$ cat src/rtl/mul_ctrl_pkg.sv
// Shared types for the MUL job sequencer: FSM state encoding and stats helpers.
package mul_ctrl_pkg;

  typedef enum logic [1:0] {
    MUL_CTRL_IDLE  = 2'd0,
    MUL_CTRL_FETCH = 2'd1,
    MUL_CTRL_RUN   = 2'd2,
    MUL_CTRL_DONE  = 2'd3
  } mul_ctrl_state_e;

  localparam int unsigned STAT_W = 32;

  function automatic logic [STAT_W-1:0] sat_inc(input logic [STAT_W-1:0] v);
    return (v == '1) ? v : v + STAT_W'(1);
  endfunction

endpackage

$ cat src/rtl/mul_ctrl_weight_buf.sv
// Weight buffer: synchronous write, registered read-first read port, contents not reset.
module weight_buf #(
  parameter int unsigned DATA_WIDTH       = 8,
  parameter int unsigned LOG_WEIGHT_DEPTH = 6
) (
  input  logic                        clk_i,
  input  logic                        wr_en_i,
  input  logic [LOG_WEIGHT_DEPTH-1:0] wr_addr_i,
  input  logic [DATA_WIDTH-1:0]       wr_data_i,
  input  logic                        rd_en_i,
  input  logic [LOG_WEIGHT_DEPTH-1:0] rd_addr_i,
  output logic [DATA_WIDTH-1:0]       rd_data_o
);

  localparam int unsigned DEPTH = 1 << LOG_WEIGHT_DEPTH;

  logic [DATA_WIDTH-1:0] mem_q [DEPTH];

  // Read and write in one process: a same-address collision returns the old word.
  always_ff @(posedge clk_i) begin
    if (wr_en_i) mem_q[wr_addr_i] <= wr_data_i;
    if (rd_en_i) rd_data_o <= mem_q[rd_addr_i];
  end

endmodule

$ cat src/rtl/mul_ctrl.sv
// MUL job sequencer: configures MUL and delivers one weight per iteration boundary.
// Optional MUL_CTRL_STATS_EN adds saturating run/stall cycle counters.
module mul_ctrl
  import mul_ctrl_pkg::*;
#(
  parameter int unsigned LOG_MAX_ITERS          = 16,
  parameter int unsigned LOG_MAX_READS_PER_ITER = 16,
  parameter int unsigned DATA_WIDTH             = 8,
  parameter int unsigned LOG_WEIGHT_DEPTH       = 6
) (
  input  logic                              clk,
  input  logic                              rst,
  input  logic                              job_valid_in,
  output logic                              job_ready_out,
  input  logic [LOG_MAX_ITERS-1:0]          job_num_iters_in,
  input  logic [LOG_MAX_READS_PER_ITER-1:0] job_num_reads_in,
  input  logic [LOG_WEIGHT_DEPTH-1:0]       job_wbase_in,
  input  logic                              wbuf_write_in,
  input  logic [LOG_WEIGHT_DEPTH-1:0]       wbuf_addr_in,
  input  logic [DATA_WIDTH-1:0]             wbuf_data_in,
  output logic                              mul_configure_out,
  output logic [LOG_MAX_ITERS-1:0]          mul_num_iters_out,
  output logic [LOG_MAX_READS_PER_ITER-1:0] mul_num_reads_per_iter_out,
  output logic [DATA_WIDTH-1:0]             mul_weight_data_out,
  output logic                              mul_weight_valid_out,
  input  logic                              mul_op_in,
  output logic                              done_out,
  output logic                              busy_out
`ifdef MUL_CTRL_STATS_EN
  ,
  output logic [STAT_W-1:0]                 stat_run_cycles_out,
  output logic [STAT_W-1:0]                 stat_stall_cycles_out
`endif
);

  mul_ctrl_state_e state_q, state_d;

  logic [LOG_MAX_ITERS-1:0]          niters_q, niters_d, it_cnt_q, it_cnt_d;
  logic [LOG_MAX_READS_PER_ITER-1:0] nreads_q, nreads_d, rd_cnt_q, rd_cnt_d;
  logic [LOG_WEIGHT_DEPTH-1:0]       pf_addr_q, pf_addr_d, rd_addr;
  logic                              rd_en;
  logic [DATA_WIDTH-1:0]             rd_data;
  logic                              accept;

  weight_buf #(
    .DATA_WIDTH      (DATA_WIDTH),
    .LOG_WEIGHT_DEPTH(LOG_WEIGHT_DEPTH)
  ) u_weight_buf (
    .clk_i    (clk),
    .wr_en_i  (wbuf_write_in),
    .wr_addr_i(wbuf_addr_in),
    .wr_data_i(wbuf_data_in),
    .rd_en_i  (rd_en),
    .rd_addr_i(rd_addr),
    .rd_data_o(rd_data)
  );

  assign accept = (state_q == MUL_CTRL_IDLE) && job_valid_in;

  // pf_addr_q is the address of the word currently held on the buffer read port.
  always_comb begin
    state_d              = state_q;
    niters_d             = niters_q;
    nreads_d             = nreads_q;
    it_cnt_d             = it_cnt_q;
    rd_cnt_d             = rd_cnt_q;
    pf_addr_d            = pf_addr_q;
    rd_en                = 1'b0;
    rd_addr              = pf_addr_q + LOG_WEIGHT_DEPTH'(1);
    mul_configure_out    = 1'b0;
    mul_weight_valid_out = 1'b0;
    unique case (state_q)
      MUL_CTRL_IDLE: begin
        if (job_valid_in) begin
          niters_d  = job_num_iters_in;
          nreads_d  = job_num_reads_in;
          it_cnt_d  = '0;
          rd_cnt_d  = '0;
          pf_addr_d = job_wbase_in;
          if (job_num_iters_in == '0 || job_num_reads_in == '0) begin
            state_d = MUL_CTRL_DONE;
          end else begin
            rd_en   = 1'b1;
            rd_addr = job_wbase_in;
            state_d = MUL_CTRL_FETCH;
          end
        end
      end
      MUL_CTRL_FETCH: begin
        mul_configure_out    = 1'b1;
        mul_weight_valid_out = 1'b1;
        rd_en                = 1'b1;
        pf_addr_d            = pf_addr_q + LOG_WEIGHT_DEPTH'(1);
        state_d              = MUL_CTRL_RUN;
      end
      MUL_CTRL_RUN: begin
        if (mul_op_in) begin
          if (rd_cnt_q == nreads_q - LOG_MAX_READS_PER_ITER'(1)) begin
            rd_cnt_d = '0;
            if (it_cnt_q == niters_q - LOG_MAX_ITERS'(1)) begin
              state_d = MUL_CTRL_DONE;
            end else begin
              mul_weight_valid_out = 1'b1;
              rd_en                = 1'b1;
              pf_addr_d            = pf_addr_q + LOG_WEIGHT_DEPTH'(1);
              it_cnt_d             = it_cnt_q + LOG_MAX_ITERS'(1);
            end
          end else begin
            rd_cnt_d = rd_cnt_q + LOG_MAX_READS_PER_ITER'(1);
          end
        end
      end
      MUL_CTRL_DONE: begin
        state_d = MUL_CTRL_IDLE;
      end
    endcase
  end

  always_ff @(posedge clk) begin
    if (rst) begin
      state_q   <= MUL_CTRL_IDLE;
      niters_q  <= '0;
      nreads_q  <= '0;
      it_cnt_q  <= '0;
      rd_cnt_q  <= '0;
      pf_addr_q <= '0;
    end else begin
      state_q   <= state_d;
      niters_q  <= niters_d;
      nreads_q  <= nreads_d;
      it_cnt_q  <= it_cnt_d;
      rd_cnt_q  <= rd_cnt_d;
      pf_addr_q <= pf_addr_d;
    end
  end

  assign job_ready_out              = (state_q == MUL_CTRL_IDLE) && !rst;
  assign busy_out                   = (state_q != MUL_CTRL_IDLE);
  assign done_out                   = (state_q == MUL_CTRL_DONE);
  assign mul_num_iters_out          = busy_out ? niters_q : '0;
  assign mul_num_reads_per_iter_out = busy_out ? nreads_q : '0;
  assign mul_weight_data_out        = mul_weight_valid_out ? rd_data : '0;

`ifdef MUL_CTRL_STATS_EN
  logic [STAT_W-1:0] run_q, run_d, stall_q, stall_d;

  always_comb begin
    run_d   = run_q;
    stall_d = stall_q;
    if (accept) begin
      run_d   = '0;
      stall_d = '0;
    end else if (state_q == MUL_CTRL_RUN) begin
      run_d = sat_inc(run_q);
      if (!mul_op_in) stall_d = sat_inc(stall_q);
    end
  end

  always_ff @(posedge clk) begin
    if (rst) begin
      run_q   <= '0;
      stall_q <= '0;
    end else begin
      run_q   <= run_d;
      stall_q <= stall_d;
    end
  end

  assign stat_run_cycles_out   = run_q;
  assign stat_stall_cycles_out = stall_q;
`endif

endmodule

$ cat config.mk
export PLATFORM = sky130hd
export DESIGN_NAME = mul_ctrl
export DESIGN_NICKNAME = d
export VERILOG_FILES = /design/src/rtl/mul_ctrl_pkg.sv /design/src/rtl/mul_ctrl_weight_buf.sv /design/src/rtl/mul_ctrl.sv
export SDC_FILE = /design/constraint.sdc
export NUM_CORES = 1
export LEC_CHECK = 0
export ABC_CLOCK_PERIOD_IN_PS = 4180
export CORE_ASPECT_RATIO = 2
export CORE_MARGIN = 1.5
export CORE_UTILIZATION = 45
export DETAILED_ROUTE_END_ITERATION = 8
export PLACE_DENSITY = 0.75
export SYNTH_ARGS = -nofsm -noshare
export SYNTH_HDL_FRONTEND = slang
export SYNTH_SLANG_ARGS = --single-unit
$ cat constraint.sdc
create_clock -name clk -period 4.18 [get_ports clk]
set_clock_uncertainty 0.1 [all_clocks]
set_input_delay 0.836 -clock clk [delete_from_list [all_inputs] [get_ports clk]]
set_output_delay 0.836 -clock clk [all_outputs]
set_load 0.01 [all_outputs]
==> metrics.yaml <==
clock_network:
  cts_tree: "built"
  clock_path_buffers: 3
  clock_tree.root_cell: "clkbuf_16"
  clock_sinks: 592
  cts.clk_slew.worst_paths_ns: 0.07
  cts_max_level: 2
  clk_latency_ns: 0.61
  cts_hold_buf: 0
  cts_made_buffers: 49
yosys:
  synth.avg_cell_area_um2: 11.4
  synth_flop_cell: "edfxtp_1"
  yosysTopAreaCell: "edfxtp_1"
  synth.area.top_cells: "edfxtp_1 62%, nand2_1 8.7%, dfxtp_1 5.7%, nand3_1 5.2%, nor2_1 1.8%"
  yosysWarnings: 0
  synth_edf_count: 520
  syn_inst: 2232
  ys_seq_area_share_pct: 67.2
  yosysMostFrequentCell: "nand2_1"
  synth_top_area_share_pct: 61.5
  synth_area_mm2: 0.0254
  synth_cell_types: 75
  syn_nets: 2298
  yosys-top-cells-count: "585 x nand2_1, 520 x edfxtp_1, 266 x nand3_1"
  synth-seq-cells: 592
  async_reset_ff_share_pct: 0
layout:
  fillerInstances: 4680
  diodes: 0
  drive_gt1_share_pct: 15.9
  area_delta_synth_final_pct: 21.5
  nets: 2562
  post-route-util_pct: 55.0
  final_cells: 3286
sta:
  worst_pin_slew_ns: 1.16
  finalWorstSetupSlack_ns: -0.455
  max_freq_mhz: 216
  min_period_ns: 4.63
  finalHoldViolations: 0
  period_share_pct: 111
  setup_viol: 9
  rsz0062_at_grt: "yes"
  drv_slew: 0
  maxSlewHeadroom_pct: 22.5
global_route:
  grt_pass1_wl_mm: 110
  grt_start_max_net_pins: 65
  antenna_found_initial: 1
  track_usage_pct: 25.6
  grt-ovfl-total: 0
  grt_pass1_vias: 18900
floorplanning:
  io_pins: 102
  core-area_mm2: 0.0560
  die_area_mm2: 0.0579
  die_h_um: 339
  row_count: 123
  die_x_um: 171
  initial_utilization_pct: 45.3
critical_path:
  crit_required_ns: 3.24
  crit_path_end_kind: "output port"
  criticalPathCategory: "register to output port"
  rr_startpoint: "niters_q[2]"
  r2r-end: "it_cnt_q[13]"
  cpMaxStageDelayCell: "or4_4"
  max_stage_delay_ns: 0.58
  ff2ff_setup_slack_ns: 0.38
  crit_arrival_ns: 3.70
  rr_worst_depth: 11
  worstPathCellList: "or4_4 -> nor3_4 -> nand2_1 -> xnor2_1 -> or4_4 -> nor4_4 -> buf_4 -> a31oi_4 -> nor2b_2 -> buf_6 -> buf_12 -> and2_4 -> buf_6"
  crit_path_max_fanout: 5
  start_kind: "register"
run_status:
  status: "finished with violations"
  violations: "setup timing"
detailed_routing:
  detail-route-antenna-nets: 0
  route.detailed.drc: 0
  post_drt_wl_per_cell_um: 22.5
  drt_pass1_iterations: 5
  viasPerCell: 5.68
  drt_iter0_markers: 1557
  num_vias: 18700
  wl_mm: 74.0
power_and_ir_drop:
  leakage_uw: 0.0108
  power.density_mw_per_mm2: 677
  ir_drop_v: 0.000463
hold_path:
  min_path_type: "register to register"
  holdPathStages: 2
  holdPathEnd: "niters_q[15]"
  hold_start: "niters_q[15]"
run:
  drv_cap: 0
placement:
  dp.cells: 3186
  gp_congestion: 0.989
  portBuffers: 101
  place_hpwl_mm: 51.6
## per-layer routing
metal / vias to the layer above / GRT usage [%] / wire (µm)
met5: - / 0 / 12
met4: 2 / 16.9 / 5480
met3: 239 / 2.79 / 3850
met2: 725 / 49.0 / 40200
met1: 9140 / 25.5 / 24400
li1: 8572 / - / -
## report_power, final
group	leakage [µW]	switching (µW)	internal [µW]
logic	0.00480	5730	3560
clock network	0.000780	2180	2550
registers	0.00527	171	6660
total	0.0108	8090	12800
## worst max-delay path: cells and delay by family, from the launching register on
family          cells  cell delay (ns)
xor+xnor            1             0.13
simple gates        7             1.99
buf+inv             4             0.55
flops               1             0.34
compound gates      1             0.09
## cell type report
class                   instances  area (µm²)  share of cell area, %
inverters                      24        90.1                  0.292
flip-flops and latches        592       17100                   55.3
well taps                     750         938                   3.04
repair buffers                345        3130                   10.1
clock inverters                39         408                   1.32
multi-input cells            1484        7970                   25.8
clock buffers                  52        1240                   4.01
## flip-flops by register name, summed over array words and instances (netlist names)
register	flops
u_weight_buf.mem_q	512
it_cnt_q	16
niters_q	16
nreads_q	16
rd_cnt_q	16
u_weight_buf.rd_data_o	8
pf_addr_q	6
state_q	2
## how the worst max path moves through the flow
stage                   startpoint                   endpoint  slack, ns  cells past startpoint
2_1_floorplan          nreads_q[4]     mul_weight_data_out[0]       0.05                     11
3_3_place_gp   job_num_iters_in[2]  u_weight_buf.rd_data_o[6]      -0.64                     13
3_5_place_dp   job_num_iters_in[2]  u_weight_buf.rd_data_o[6]      -0.66                     13
4_1_cts                nreads_q[1]     mul_weight_data_out[4]      -0.48                     15
5_1_grt                nreads_q[1]     mul_weight_data_out[5]      -0.55                     14
6_report               nreads_q[1]     mul_weight_data_out[4]      -0.45                     13
## cells in the final DEF (no fill, tap or decap), types with 11 or more instances in the layout
cell	n
nand2_1	584
edfxtp_1	520
nand3_1	266
buf_4	216
nor2_1	122
clkdlybuf4s50_1	83
dfxtp_1	70
a21oi_1	63
nand4_1	53
clkbuf_16	49
a31oi_1	37
nor2b_1	32
xor2_1	31
mux2i_1	29
xnor2_1	28
buf_12	25
inv_1	20
nor3_1	18
a32oi_1	16
o21ai_0	15
o211ai_1	14
or3_1	13
nand2b_1	13
buf_6	11
## metrics by stage
step | TNS (ns) | power, µW | setup WS, ns | hold slack (ns) | cell area [µm²]
3_3_place_gp | -9.77 | 15800 | -0.636 | 0.381 | 28900
4_1_cts | -3.74 | 20800 | -0.476 | 0.411 | 30700
3_5_place_dp | -9.87 | 15900 | -0.660 | 0.391 | 28900
5_1_grt | -4.64 | 21700 | -0.546 | 0.439 | 30800
6_report | -3.78 | 20900 | -0.455 | 0.408 | 30800
2_1_floorplan | 0 | 11600 | 0.0469 | 0.356 | 25400
## cells by family (layout without fill, tap and decap cells)
logic type	Yosys count	after routing	share of synthesized area [%]
compound gates	208	208	5.45
xor+xnor	59	59	2.04
fa+ha+maj	9	9	0.444
buf+inv	156	460	2.45
flops	592	592	67.2
mux	38	38	1.52
simple gates	1170	1170	20.9
## repair_timing
action | CTS | global route
buffers inserted | 6 | 4
resized for setup | 77 | 13
pin swaps | 15 | 4
hold endpoints to repair | 0 | 0
endpoints found under the setup margin | 11 | 17
Note: power is estimated with default switching activity, not from simulation.
==> patch: new RTL, same flow settings <==
The option `MUL_CTRL_STATS_EN` is turned on by a define.
--- a/src/rtl/mul_ctrl.sv
+++ b/src/rtl/mul_ctrl.sv
@@ -1,5 +1,7 @@
 // MUL job sequencer: configures MUL and delivers one weight per iteration boundary.
 // Optional MUL_CTRL_STATS_EN adds saturating run/stall cycle counters.
+`define MUL_CTRL_STATS_EN
+
 module mul_ctrl
   import mul_ctrl_pkg::*;
 #(
New outputs: stat_run_cycles_out and stat_stall_cycles_out. Check against the original RTL: not settled (the Yosys comparison gave no result); the edit may change what the design does.
==> patch against the unedited design <==
  * The flow still finishes with violations (negative setup slack)
  * Sequential cell count grew 64
  * Fmax up 5.1%
  * Global-route usage grew 0.63 points
  * Final area rose by 12%
  * Power increased by 3.5%
  * Synthesized area grew 11%
  * Die area up 11%
  * First-iteration DRC count grew 18%
  * Worst setup slack better by 0.23 ns
  * Clock power rose by 15%
  * Wire length grew 15%
  * Largest power group unchanged
==> patch: results (changes against the unedited design) <==
* First-pass GRT wire length at 128000 um (+16%)
* Port Buf Inserts at 165 (+63%)
* Fin area at 0.0346 mm^2 (+12%)
* Final setup vio count at 11 (+2)
* Slew headroom at 0.284 (+0.0587)
* Clock Power Share at 0.251 (+0.024)
* Placed Area at 0.0325 mm^2 (+12%)
* Total CTS buffers at 55 (+12%)
* Failing checks: negative setup slack
* Peak fanout along the critical path at 4 (-1)
* Worst hold path startpoint: niters_q[12]$_SDFFE_PP0P_
* Setup crit end: mul_weight_data_out[7]
* R2r startpoint: state_q[0]$_SDFFE_PP0P_
* Filler instances at 5054 (+8.0%)
* Drt first pass iters at 8 (+3)
* Nets at 2966 (+16%)
* GRT Resource Usage Total at 0.263 (+0.00634)
* # Post-CTS Setup Buffers at 5 (-1)
* DR iter-0 viols at 1840 (+18%)
* Outcome: complete, but fails checks
* Dpl cells at 3621 (+14%)
* Worst R2R Path Depth at 12 (+1)
* Routability cong. at 0.966 (-2.3%)
* Post-CTS sizing at 74 (-3.9%)
* Reg2reg setup slack at 0.72 ns (+0.34 ns)
* Layout cells sized above 1 at 0.140 (-0.0189)
* Post-route setup slack at -0.229 ns (+0.226 ns)
* Routed via count at 21500 (+15%)
* Vias in the first global route at 21600 (+14%)
* Post-synth top cells: nand2_1 (621), edfxtp_1 (520), nand3_1 (283)
* Post-synthesis sequential area ratio at 0.651 (-0.0207)
* Worst vdd ir at 0.000389 V (-16%)
* Area contributors post-synth: edfxtp_1 (55%), dfxtp_1 (9.7%), nand2_1 (8.3%), nand3_1 (5.0%), nor2_1 (2.5%)
* Crit path from: niters_q[1]$_SDFFE_PP0P_
## patch: cell count changes in the layout (fill, tap and decap cells not counted), sizes merged, moves of 11 or more
cell / unedited run / this run
nand3: 267 / 284
dfxtp: 72 / 136
clkdlybuf4s50: 83 / 147
nand2: 585 / 621
nand4: 54 / 71
xnor2: 28 / 48
or3: 13 / 27
o21ai: 20 / 31
clkbuf: 52 / 64
xor2: 31 / 62
a21oi: 64 / 79
nor2: 122 / 187
## patch: worst max-delay path, stage by stage (launching register included)
cell and delay (ns):
dfxtp_2 0.35, inv_1 0.07, ha_1 0.21, buf_4 0.15
nor2b_1 0.12, or3_1 0.34, a31o_2 0.27, nor4_2 0.24
and4b_2 0.31, or2b_1 0.18, nor2_4 0.07, o21a_4 0.26
and2_4 0.17, buf_6 0.11
## patch: layout make-up
cell class                 instances  area share
clock buffer                      64      0.0417
clock inverter                    36      0.0130
inverter                          27     0.00293
multi-input combinational       1743       0.272
sequential                       656       0.531
tap                              786      0.0285
timing repair buffer             415       0.111
## patch: cell families after synthesis
family          Yosys count  share of synthesized area
simple gates           1349                      0.217
mux                      41                     0.0148
xor+xnor                110                     0.0342
fa+ha+maj                11                    0.00489
flops                   656                      0.651
buf+inv                 165                     0.0232
compound gates          231                     0.0544
## patch: metal layers
metal  routed length, um  part of all wire  up-vias  track usage
met5                  13           0.00015        -            0
met4                7360             0.087        2        0.207
met3                5410             0.064      280       0.0366
met2               43800              0.52      977        0.480
met1               28200              0.33    10400        0.268
li1                    -                 -     9849            -
## patch: stage by stage
stage	hold WS [ns]	setup TNS, ns	setup slack (ns)
finish	0.397	-1.99	-0.229
global route	0.434	-3.39	-0.391
CTS	0.394	-1.75	-0.207
detailed placement	0.388	-10.86	-1.25
global placement	0.373	-10.20	-1.29
floorplan	0.349	0	0.449
